File: src/rtl/hashin_arb_pkg.sv
// obtc_pkg: shared types and constants for the hashin arbiter
package obtc_pkg;
  typedef enum logic {ST_OFFER, ST_FRAME} arb_state_e;
  localparam int          FRAME_BEATS_DEF = 11;
  localparam logic [63:0] HASHIN_PAD      = 64'h8000000000000280;
endpackage

File: src/rtl/hashin_arb_if.sv
// hashin_arb_if: lane-side and shared-FIFO signals of the hashin arbiter
interface hashin_arb_if #(parameter int NUM_LANES = 4);
  logic [NUM_LANES-1:0]       lane_hashin_we;
  logic [NUM_LANES-1:0][63:0] lane_hashin_din;
  logic [NUM_LANES-1:0]       lane_nonce_we;
  logic [NUM_LANES-1:0][31:0] lane_nonce_din;
  logic [NUM_LANES-1:0]       lane_full;
  logic                       hashin_fifo_in_we;
  logic [63:0]                hashin_fifo_in_din;
  logic                       hashin_fifo_in_full;
  logic                       nonce_fifo_we;
  logic [31:0]                nonce_fifo_din;
  logic                       nonce_fifo_full;
  logic [3:0]                 nonce_lane_id;
  logic [NUM_LANES-1:0]       proto_err;
  modport slave (
    input  lane_hashin_we, lane_hashin_din, lane_nonce_we, lane_nonce_din,
           hashin_fifo_in_full, nonce_fifo_full,
    output lane_full, hashin_fifo_in_we, hashin_fifo_in_din, nonce_fifo_we,
           nonce_fifo_din, nonce_lane_id, proto_err
  );
  modport master (
    output lane_hashin_we, lane_hashin_din, lane_nonce_we, lane_nonce_din,
           hashin_fifo_in_full, nonce_fifo_full,
    input  lane_full, hashin_fifo_in_we, hashin_fifo_in_din, nonce_fifo_we,
           nonce_fifo_din, nonce_lane_id, proto_err
  );
endinterface

File: src/rtl/hashin_arb_rr_next.sv
// rr_next: round-robin successor of a lane index, (g+1) mod N
module rr_next #(
  parameter int N = 4,
  parameter int W = 2
) (
  input  logic [W-1:0] i_g,
  output logic [W-1:0] o_g
);
  always_comb o_g = (i_g == W'(N - 1)) ? '0 : i_g + 1'b1;
endmodule

File: src/rtl/hashin_arb.sv
// hashin_arb: grants one nonce lane at a time onto the shared hashin/nonce FIFOs, whole frames only.
// Defining HASHIN_ARB_STATS_EN adds frame_cnt and timeout_cnt outputs.
module hashin_arb import obtc_pkg::*; #(
  parameter int NUM_LANES     = 4,
  parameter int FRAME_BEATS   = FRAME_BEATS_DEF,
  parameter int OFFER_TIMEOUT = 4
) (
  input logic         clk,
  input logic         rst_n,
  hashin_arb_if.slave bus
`ifdef HASHIN_ARB_STATS_EN
  ,
  output logic [31:0] frame_cnt,
  output logic [15:0] timeout_cnt
`endif
);
  localparam int GW = $clog2(NUM_LANES);
  localparam int BW = $clog2(FRAME_BEATS + 1);
  localparam int TW = $clog2(OFFER_TIMEOUT + 1);
  arb_state_e           r_state, w_state_nx;
  logic [GW-1:0]        r_g, w_g_nx, w_g_inc;
  logic [BW-1:0]        r_beat, w_beat_nx;
  logic [TW-1:0]        r_tmo, w_tmo_nx;
  logic [NUM_LANES-1:0] r_err, w_onehot, w_full, w_err_set;
  logic                 w_offer, w_hwe, w_nwe, w_busy, w_gfull, w_acc_h, w_acc_n, w_done, w_rot;
  rr_next #(.N(NUM_LANES), .W(GW)) u_rr (.i_g(r_g), .o_g(w_g_inc));
  // A frame opens only when lane g delivers pad beat and nonce together; afterwards only hashin beats count.
  always_comb begin
    w_offer   = r_state == ST_OFFER;
    w_hwe     = bus.lane_hashin_we[r_g];
    w_nwe     = bus.lane_nonce_we[r_g];
    w_busy    = bus.hashin_fifo_in_full | bus.nonce_fifo_full;
    w_gfull   = w_offer ? w_busy : bus.hashin_fifo_in_full;
    w_onehot  = NUM_LANES'(1) << r_g;
    w_full    = !rst_n ? '1 : (w_gfull ? '1 : ~w_onehot);
    w_acc_h   = rst_n & w_hwe & ~w_gfull & (~w_offer | w_nwe);
    w_acc_n   = w_acc_h & w_offer;
    w_done    = w_acc_h && (r_beat + 1'b1) == BW'(FRAME_BEATS);
    w_rot     = rst_n && w_offer && !w_hwe && !w_nwe && !w_busy && (r_tmo + 1'b1) == TW'(OFFER_TIMEOUT);
    w_err_set = !rst_n ? '0 : (((bus.lane_hashin_we | bus.lane_nonce_we) & w_full) |
                               ((w_offer ? w_hwe ^ w_nwe : w_nwe) ? w_onehot : '0));
  end
  always_comb begin
    w_state_nx = r_state;
    w_g_nx     = r_g;
    w_beat_nx  = r_beat;
    w_tmo_nx   = r_tmo;
    if (w_done) begin
      w_state_nx = ST_OFFER;
      w_g_nx     = w_g_inc;
      w_beat_nx  = '0;
      w_tmo_nx   = '0;
    end else if (w_acc_h) begin
      w_state_nx = ST_FRAME;
      w_beat_nx  = r_beat + 1'b1;
      w_tmo_nx   = '0;
    end else if (w_rot) begin
      w_g_nx   = w_g_inc;
      w_tmo_nx = '0;
    end else if (w_offer) begin
      w_tmo_nx = (w_hwe | w_nwe) ? '0 : (w_busy ? r_tmo : r_tmo + 1'b1);
    end
  end
  always_ff @(posedge clk) begin
    if (!rst_n) begin
      r_state <= ST_OFFER;
      r_g     <= '0;
      r_beat  <= '0;
      r_tmo   <= '0;
      r_err   <= '0;
    end else begin
      r_state <= w_state_nx;
      r_g     <= w_g_nx;
      r_beat  <= w_beat_nx;
      r_tmo   <= w_tmo_nx;
      r_err   <= r_err | w_err_set;
    end
  end
  assign bus.lane_full          = w_full;
  assign bus.hashin_fifo_in_we  = w_acc_h;
  assign bus.hashin_fifo_in_din = w_acc_h ? bus.lane_hashin_din[r_g] : '0;
  assign bus.nonce_fifo_we      = w_acc_n;
  assign bus.nonce_fifo_din     = w_acc_n ? bus.lane_nonce_din[r_g] : '0;
  assign bus.nonce_lane_id      = w_acc_n ? 4'(r_g) : '0;
  assign bus.proto_err          = r_err;
`ifdef HASHIN_ARB_STATS_EN
  always_ff @(posedge clk) begin
    if (!rst_n) begin
      frame_cnt   <= '0;
      timeout_cnt <= '0;
    end else begin
      frame_cnt   <= frame_cnt + 32'(w_done);
      timeout_cnt <= (w_rot && timeout_cnt != 16'hFFFF) ? timeout_cnt + 1'b1 : timeout_cnt;
    end
  end
`endif
endmodule

File: src/flat_wrapper.sv
// flat-port wrapper written by rule: the top's interface ports become plain ports
module hashin_arb_flat import obtc_pkg::*;
#(
  parameter int NUM_LANES     = 4,
  parameter int FRAME_BEATS   = FRAME_BEATS_DEF,
  parameter int OFFER_TIMEOUT = 4
)
  (clk, rst_n, bus_lane_hashin_we, bus_lane_hashin_din, bus_lane_nonce_we, bus_lane_nonce_din, bus_hashin_fifo_in_full, bus_nonce_fifo_full, bus_lane_full, bus_hashin_fifo_in_we, bus_hashin_fifo_in_din, bus_nonce_fifo_we, bus_nonce_fifo_din, bus_nonce_lane_id, bus_proto_err);
  hashin_arb_if #(.NUM_LANES(NUM_LANES)) bus_i ();
  input logic clk;
  input logic rst_n;
  input wire logic [$bits(bus_i.lane_hashin_we)-1:0] bus_lane_hashin_we;
  input wire logic [$bits(bus_i.lane_hashin_din)-1:0] bus_lane_hashin_din;
  input wire logic [$bits(bus_i.lane_nonce_we)-1:0] bus_lane_nonce_we;
  input wire logic [$bits(bus_i.lane_nonce_din)-1:0] bus_lane_nonce_din;
  input wire logic [$bits(bus_i.hashin_fifo_in_full)-1:0] bus_hashin_fifo_in_full;
  input wire logic [$bits(bus_i.nonce_fifo_full)-1:0] bus_nonce_fifo_full;
  output wire logic [$bits(bus_i.lane_full)-1:0] bus_lane_full;
  output wire logic [$bits(bus_i.hashin_fifo_in_we)-1:0] bus_hashin_fifo_in_we;
  output wire logic [$bits(bus_i.hashin_fifo_in_din)-1:0] bus_hashin_fifo_in_din;
  output wire logic [$bits(bus_i.nonce_fifo_we)-1:0] bus_nonce_fifo_we;
  output wire logic [$bits(bus_i.nonce_fifo_din)-1:0] bus_nonce_fifo_din;
  output wire logic [$bits(bus_i.nonce_lane_id)-1:0] bus_nonce_lane_id;
  output wire logic [$bits(bus_i.proto_err)-1:0] bus_proto_err;
  assign bus_i.lane_hashin_we = bus_lane_hashin_we;
  assign bus_i.lane_hashin_din = bus_lane_hashin_din;
  assign bus_i.lane_nonce_we = bus_lane_nonce_we;
  assign bus_i.lane_nonce_din = bus_lane_nonce_din;
  assign bus_i.hashin_fifo_in_full = bus_hashin_fifo_in_full;
  assign bus_i.nonce_fifo_full = bus_nonce_fifo_full;
  assign bus_lane_full = bus_i.lane_full;
  assign bus_hashin_fifo_in_we = bus_i.hashin_fifo_in_we;
  assign bus_hashin_fifo_in_din = bus_i.hashin_fifo_in_din;
  assign bus_nonce_fifo_we = bus_i.nonce_fifo_we;
  assign bus_nonce_fifo_din = bus_i.nonce_fifo_din;
  assign bus_nonce_lane_id = bus_i.nonce_lane_id;
  assign bus_proto_err = bus_i.proto_err;
  hashin_arb #(.NUM_LANES(NUM_LANES), .FRAME_BEATS(FRAME_BEATS), .OFFER_TIMEOUT(OFFER_TIMEOUT)) u_core (.clk(clk), .rst_n(rst_n), .bus(bus_i));
endmodule
File: config.mk
export PLATFORM = sky130hd
export DESIGN_NAME = hashin_arb_flat
export DESIGN_NICKNAME = d
export VERILOG_FILES = /design/src/rtl/hashin_arb_pkg.sv /design/src/rtl/hashin_arb_if.sv /design/src/rtl/hashin_arb_rr_next.sv /design/src/rtl/hashin_arb.sv /design/src/flat_wrapper.sv
export SDC_FILE = /design/constraint.sdc
export NUM_CORES = 1
export LEC_CHECK = 0
export ABC_CLOCK_PERIOD_IN_PS = 6460
export CORE_AREA = 2 2 196 198
export CTS_CLUSTER_SIZE = 30
export DETAILED_ROUTE_END_ITERATION = 8
export DIE_AREA = 0 0 198 200
export HOLD_SLACK_MARGIN = 0.05
export PLACE_DENSITY = 0.41
export SYNTH_ARGS = -nofsm -noshare
export SYNTH_HDL_FRONTEND = slang
export SYNTH_SLANG_ARGS = --single-unit
File: constraint.sdc
create_clock -name clk -period 6.46 [get_ports clk]
set_clock_uncertainty 0.05 [all_clocks]
set_input_delay 1.615 -clock clk [delete_from_list [all_inputs] [get_ports clk]]
set_output_delay 1.615 -clock clk [all_outputs]
set_load 0.05 [all_outputs]
==> impl_metrics.json, run 1 <==
{
  "hold_viol": 0,
  "path_clk_slew_ns": 0.05,
  "finalCriticalPeriod_ns": 6.00,
  "regArea_um2": 288,
  "synth_area_leaders": "mux4_2 (55%), and2_1 (10%), dfxtp_1 (7.1%)",
  "ys_warn_count": 0,
  "synthToLayoutAreaGrowth_pct": 141,
  "netlist.area_leader.share_pct": 55.3,
  "fmax_ghz": 0.167,
  "max_cap_violations": 0,
  "cts_buffers": 3,
  "highest_layer": "met5",
  "worst-slew-pin-transition_ns": 0.816,
  "cellPowerDensity_mw_per_mm2": 61.6,
  "routed_wl_um": 26600,
  "grt_pass1_wl_um": 35700,
  "yosysTopAreaCell": "mux4_2",
  "cp.required_ns": 4.80,
  "drtPass1Iterations": 4,
  "wl_met1_um": 10200,
  "grt_antenna_before_repair": 3,
  "nNetsFinal": 1233,
  "postCtsSetupBuffers": 0,
  "netlist_area_mm2": 0.00395,
  "startpoint": "bus_lane_hashin_we[1]",
  "syn_inst": 349,
  "grtUsageTotal_pct": 12.3,
  "dpl.hpwl_um": 22900,
  "slew_headroom_pct": 45.6,
  "core_mm2": 0.0374,
  "dr_wl_met3_um": 2000,
  "cellLeakagePower_nw": 3.17,
  "min_path_type": "flop to flop",
  "final_util_pct": 25.4,
  "port_buffers": 503,
  "synth_cell_types": 45,
  "io_pins": 506,
  "async_reset_ff_share_pct": 0,
  "num_vias": 5084,
  "path_max_fanout": 69,
  "synth_common_cells": "mux4_2 (97), and2_1 (65), nor2b_1 (33), nand2_1 (19), dfxtp_1 (14)",
  "ant_nets": 0,
  "antenna_cells": 0,
  "wl_met2_um": 14100,
  "fp-row-count": 71,
  "vias_per_cell": 3.80,
  "clock_sinks": 14,
  "clock_latency_ns": 0.25,
  "cts_hold_buf": 0,
  "r2r_start": "u_core.r_g[0]$_SDFFE_PN0P_",
  "yosysMostFrequentCell": "mux4_2",
  "drc": 0,
  "fp.dieH_um": 200,
  "final.setup.tns_ns": 0,
  "multi_input_area_mm2": 0.00339,
  "worst_ep_arrival_time_ns": 4.34,
  "avgSynthCellArea_um2": 11.3,
  "layout-drive-gt1-share_pct": 17.4,
  "clock-root-buffer": "clkbuf_16",
  "cts_tree": "yes",
  "grt.overflow.total": 0,
  "avgRoutedWirePerCell_um": 19.9,
  "min_period_over_period_pct": 92.9,
  "gp_congestion": 0.830,
  "maxSlewViolCount": 0,
  "nFillCells": 4020,
  "ys_ff_latch": 14,
  "cts-htree-levels": 1,
  "clockBufferDepth": 2,
  "synth_edf_count": 0,
  "ir_drop_uv": 80.4,
  "start_util_pct": 10.6,
  "synth_ff_type": "dfxtp_1",
  "cp-start-kind": "input pin",
  "cts-resized-gates": 0,
  "p_total_mw": 0.586,
  "worstSetupPathType": "input pin to primary output",
  "end_kind": "primary output",
  "grt_max_degree": 70,
  "setup_violations": 0,
  "seq_area_frac_synth_pct": 7.09,
  "grt_pass1_vias": 5313,
  "rsz0062_at_grt": "no",
  "outcome": "completed",
  "die_w_um": 198,
  "die_area_mm2": 0.0396,
  "hold_start": "u_core.bus.proto_err[2]$_SDFF_PN0_",
  "drt_iter0_drc": 143
}
==> layer usage <==
metal	vias to the layer above	global-route usage (%)
li1	2322	-
met1	2474	14.2
met2	260	23.3
met3	22	2.91
met4	6	1.62
met5	-	0
==> area by class of cell <==
cell class	count	share of cell area [%]
Timing Repair Buffer	511	53.1
Multi-Input combinational cell	284	35.7
Tap cell	511	6.72
Sequential cell	14	3.02
Clock buffer	3	0.789
Inverter	14	0.605
Clock inverter	1	0.0394
==> metrics by stage <==
step | cell area (µm²) | instances | setup slack [ns] | hold WS (ns)
finish | 9520 | 1338 | 0.460 | 0.413
CTS | 9520 | 1338 | 0.425 | 0.415
global route | 9520 | 1338 | 0.327 | 0.431
floorplan | 3960 | 350 | 1.44 | 0.399
detailed placement | 9440 | 1334 | 0.427 | 0.407
global placement | 9440 | 1334 | 0.481 | 0.401
==> kinds of logic (layout without fill, tap and decap cells) <==
group,count (synthesis),count (layout),synth area share (%)
other,1,2,0.0949
multiplexers,101,101,56.3
adder cells (fa/ha/maj),9,9,2.85
AO/OA/AOI/OAI,31,31,4.94
buffers and inverters,52,529,7.09
XOR/XNOR,2,2,0.443
flip-flops,14,14,7.09
AND/OR/NAND/NOR,139,139,21.2
==> sequential cells by signal, summed over array words and instances (netlist names) <==
register,cells
u_core.bus.proto_err,4
u_core.r_beat,4
u_core.r_tmo,3
u_core.r_state,1
u_core.r_g,2
==> critical path, cell delays in order <==
cell	delay (ns)
clkdlybuf4s50_1	0.48
mux4_2	0.32
nand4b_1	0.15
or2_1	0.37
clkinv_4	0.08
buf_12	0.25
and2_1	0.18
clkdlybuf4s50_1	0.85
==> layout by cell type (no fill, tap or decap), types with 5 or more instances in the layout <==
cell type | netlist | layout
a21oi_1 | 9 | 9
and2_1 | 65 | 65
buf_4 | 6 | 35
clkdlybuf4s50_1 | 0 | 473
dfxtp_1 | 14 | 12
ha_1 | 9 | 9
inv_1 | 13 | 13
mux4_2 | 97 | 97
nand2_1 | 19 | 19
nand3_1 | 5 | 5
nor2b_1 | 33 | 33
o21ai_0 | 8 | 8
==> power breakdown <==
| group | internal [mW] | total [mW] | switching [mW] |
|---|---|---|---|
| registers | 0.0883 | 0.0900 | 0.00172 |
| clock network | 0.0821 | 0.120 | 0.0379 |
| logic | 0.271 | 0.376 | 0.105 |
==> final timing paths <==
kind                                             end  slack (ns)  cells after the start
setup reg to reg       u_core.r_beat[2]$_SDFFE_PP0P_        4.09                      7
hold / removal    u_core.bus.proto_err[2]$_SDFF_PN0_        0.41                      2
hold reg to reg   u_core.bus.proto_err[2]$_SDFF_PN0_        0.41                      2
setup / recovery          bus_hashin_fifo_in_din[37]        0.46                      8
(Power assumes the default switching activity.)
==> inputs of run 2 (changes only) <==
--- a/config.mk
+++ b/config.mk
@@ -11,7 +11,7 @@
 export DETAILED_ROUTE_END_ITERATION = 8
 export DIE_AREA = 0 0 198 200
 export HOLD_SLACK_MARGIN = 0.05
-export PLACE_DENSITY = 0.41
+export PLACE_DENSITY_LB_ADDON = 0.05
 export SYNTH_ARGS = -nofsm -noshare
 export SYNTH_HDL_FRONTEND = slang
 export SYNTH_SLANG_ARGS = --single-unit
==> run 2 against run 1 <==
Combinational power is essentially flat. Setup slack lost 0.11 ns. Cell count grew 0.45%. Non-clock buffer count fell by 1. Sequential share of layout area hardly changed. Sequential power about the same. Critical path depth shrank 1. Critical endpoint is now bus_hashin_fifo_in_din[50]. Largest cell class unchanged.
==> impl_metrics.json, run 2 (synthesis gave the netlist of run 1 again) <==
{
  "outcome": "completed",
  "final_util_pct": 25.4,
  "grt_pass1_wl_um": 40700,
  "clock_sinks": 14,
  "synthToLayoutAreaGrowth_pct": 140,
  "worst_ep_arrival_time_ns": 4.45,
  "end_kind": "primary output",
  "cts_tree": "yes",
  "fmax_ghz": 0.164,
  "final.setup.worst_slack_ns": 0.349,
  "p_switching_mw": 0.145,
  "die_area_mm2": 0.0396,
  "io_pins": 506,
  "grt_antenna_before_repair": 10,
  "grt.overflow.total": 0,
  "avgRoutedWirePerCell_um": 22.8,
  "startpoint": "bus_lane_hashin_we[3]",
  "grt_max_degree": 57,
  "clockBufferDepth": 2,
  "grt_pass1_vias": 5417,
  "dpl.hpwl_um": 26600,
  "drtPass1Iterations": 4,
  "final_cell_mix": "clkdlybuf4s50_1 (473), mux4_2 (97), and2_1 (65)",
  "crit_path_end": "bus_hashin_fifo_in_din[50]",
  "pwr-share-comb_pct": 63.7,
  "gp_congestion": 0.919,
  "min_path_type": "flop to flop",
  "internal_power_mw": 0.441,
  "min_period_over_period_pct": 94.6,
  "finalCriticalPeriod_ns": 6.11,
  "start_util_pct": 10.6,
  "place_inst": 1333,
  "clock-root-buffer": "clkbuf_16",
  "rsz0062_at_grt": "no",
  "worst-slew-pin-transition_ns": 0.838,
  "power_frac_clock_pct": 20.9,
  "sw_frac_of_total_pct": 24.8,
  "slew_headroom_pct": 44.1,
  "rr_worst_depth": 6,
  "cts_buffers": 3,
  "maxSlewViolCount": 0,
  "cellLeakagePower_nw": 3.16,
  "final.setup.tns_ns": 0,
  "cts-resized-gates": 0,
  "path_max_fanout": 56,
  "r2r_setup_slack_ns": 3.86,
  "cellPowerDensity_mw_per_mm2": 61.8,
  "ant_nets": 0,
  "setup_violations": 0,
  "worstSetupPathType": "input pin to primary output",
  "stdcell_count": 1344,
  "core_mm2": 0.0374,
  "r2r_start": "u_core.r_g[0]$_SDFFE_PN0P_",
  "fp.dieH_um": 200,
  "cts-htree-levels": 1,
  "max_cap_violations": 0,
  "vias_per_cell": 3.79,
  "num_vias": 5096,
  "cts_hold_buf": 0,
  "nNetsFinal": 1232,
  "r2r-end": "u_core.r_beat[2]$_SDFFE_PP0P_",
  "ir_drop_uv": 64.2,
  "drc": 0,
  "cp.required_ns": 4.80,
  "final_common_cell": "clkdlybuf4s50_1",
  "routed_wl_um": 30600,
  "clock_latency_ns": 0.25,
  "drt_iter0_drc": 180,
  "whs_ns": 0.424,
  "die_w_um": 198,
  "path_clk_slew_ns": 0.05,
  "layout-drive-gt1-share_pct": 17.3,
  "fp-row-count": 71,
  "dp_worst_setup_slack_ns": 0.289,
  "port_buffers": 503,
  "hold_viol": 0,
  "postCtsSetupBuffers": 0,
  "power_frac_seq_pct": 15.4,
  "grtUsageTotal_pct": 14.4,
  "hold_start": "u_core.bus.proto_err[1]$_SDFF_PN0_",
  "cp-start-kind": "input pin"
}
-- run 2: stage by stage --
step / instance area (µm²) / power [mW]
after floorplan: 3960 / 0.194
after CTS: 9470 / 0.594
final: 9490 / 0.586
after detailed placement: 9390 / 0.466
after global routing: 9480 / 0.615
after global placement: 9390 / 0.462
-- run 2: layout make-up --
class | instances | area [µm²]
inverter | 14 | 57.6
clock buffer | 3 | 75.1
sequential | 14 | 288
timing repair buffer | 510 | 5010
tap | 511 | 639
fill | 3978 | 27900
clock inverter | 1 | 3.75
antenna | 7 | 17.5
multi-input combinational | 284 | 3390
-- run 2: layer usage --
layer | share of wire (%) | track usage [%] | vias to the layer above
met4 | 1.2 | 2.76 | 10
met5 | 0.20 | 0 | -
li1 | - | - | 2329
met3 | 6.9 | 3.11 | 26
met1 | 35 | 15.2 | 2516
met2 | 57 | 29.2 | 215
-- run 2: worst min path at each step --
stage               cells past startpoint                                 end  slack (ns)
CTS                                     2  u_core.bus.proto_err[1]$_SDFF_PN0_        0.43
floorplan                               2        u_core.r_tmo[2]$_SDFFE_PP0P_        0.40
global placement                        2        u_core.r_tmo[2]$_SDFFE_PP0P_        0.41
finish                                  2  u_core.bus.proto_err[1]$_SDFF_PN0_        0.42
global route                            2  u_core.bus.proto_err[3]$_SDFF_PN0_        0.45
detailed placement                      2  u_core.bus.proto_err[1]$_SDFF_PN0_        0.42
-- run 2: critical path, stage by stage --
cell	delay [ns]
clkdlybuf4s50_1	0.43
mux4_2	0.56
nand4b_1	0.15
or2_1	0.26
clkinv_4	0.33
and2_1	0.30
clkdlybuf4s50_1	0.70
-- run 2: power by group through the flow --
stage	sequential, mW	clock, mW	combinational [mW]
after floorplan	0.0985	0	0.0960
after global placement	0.0916	0	0.370
after detailed placement	0.0918	0	0.374
after CTS	0.0899	0.127	0.377
after global routing	0.0903	0.131	0.394
final	0.0900	0.122	0.374
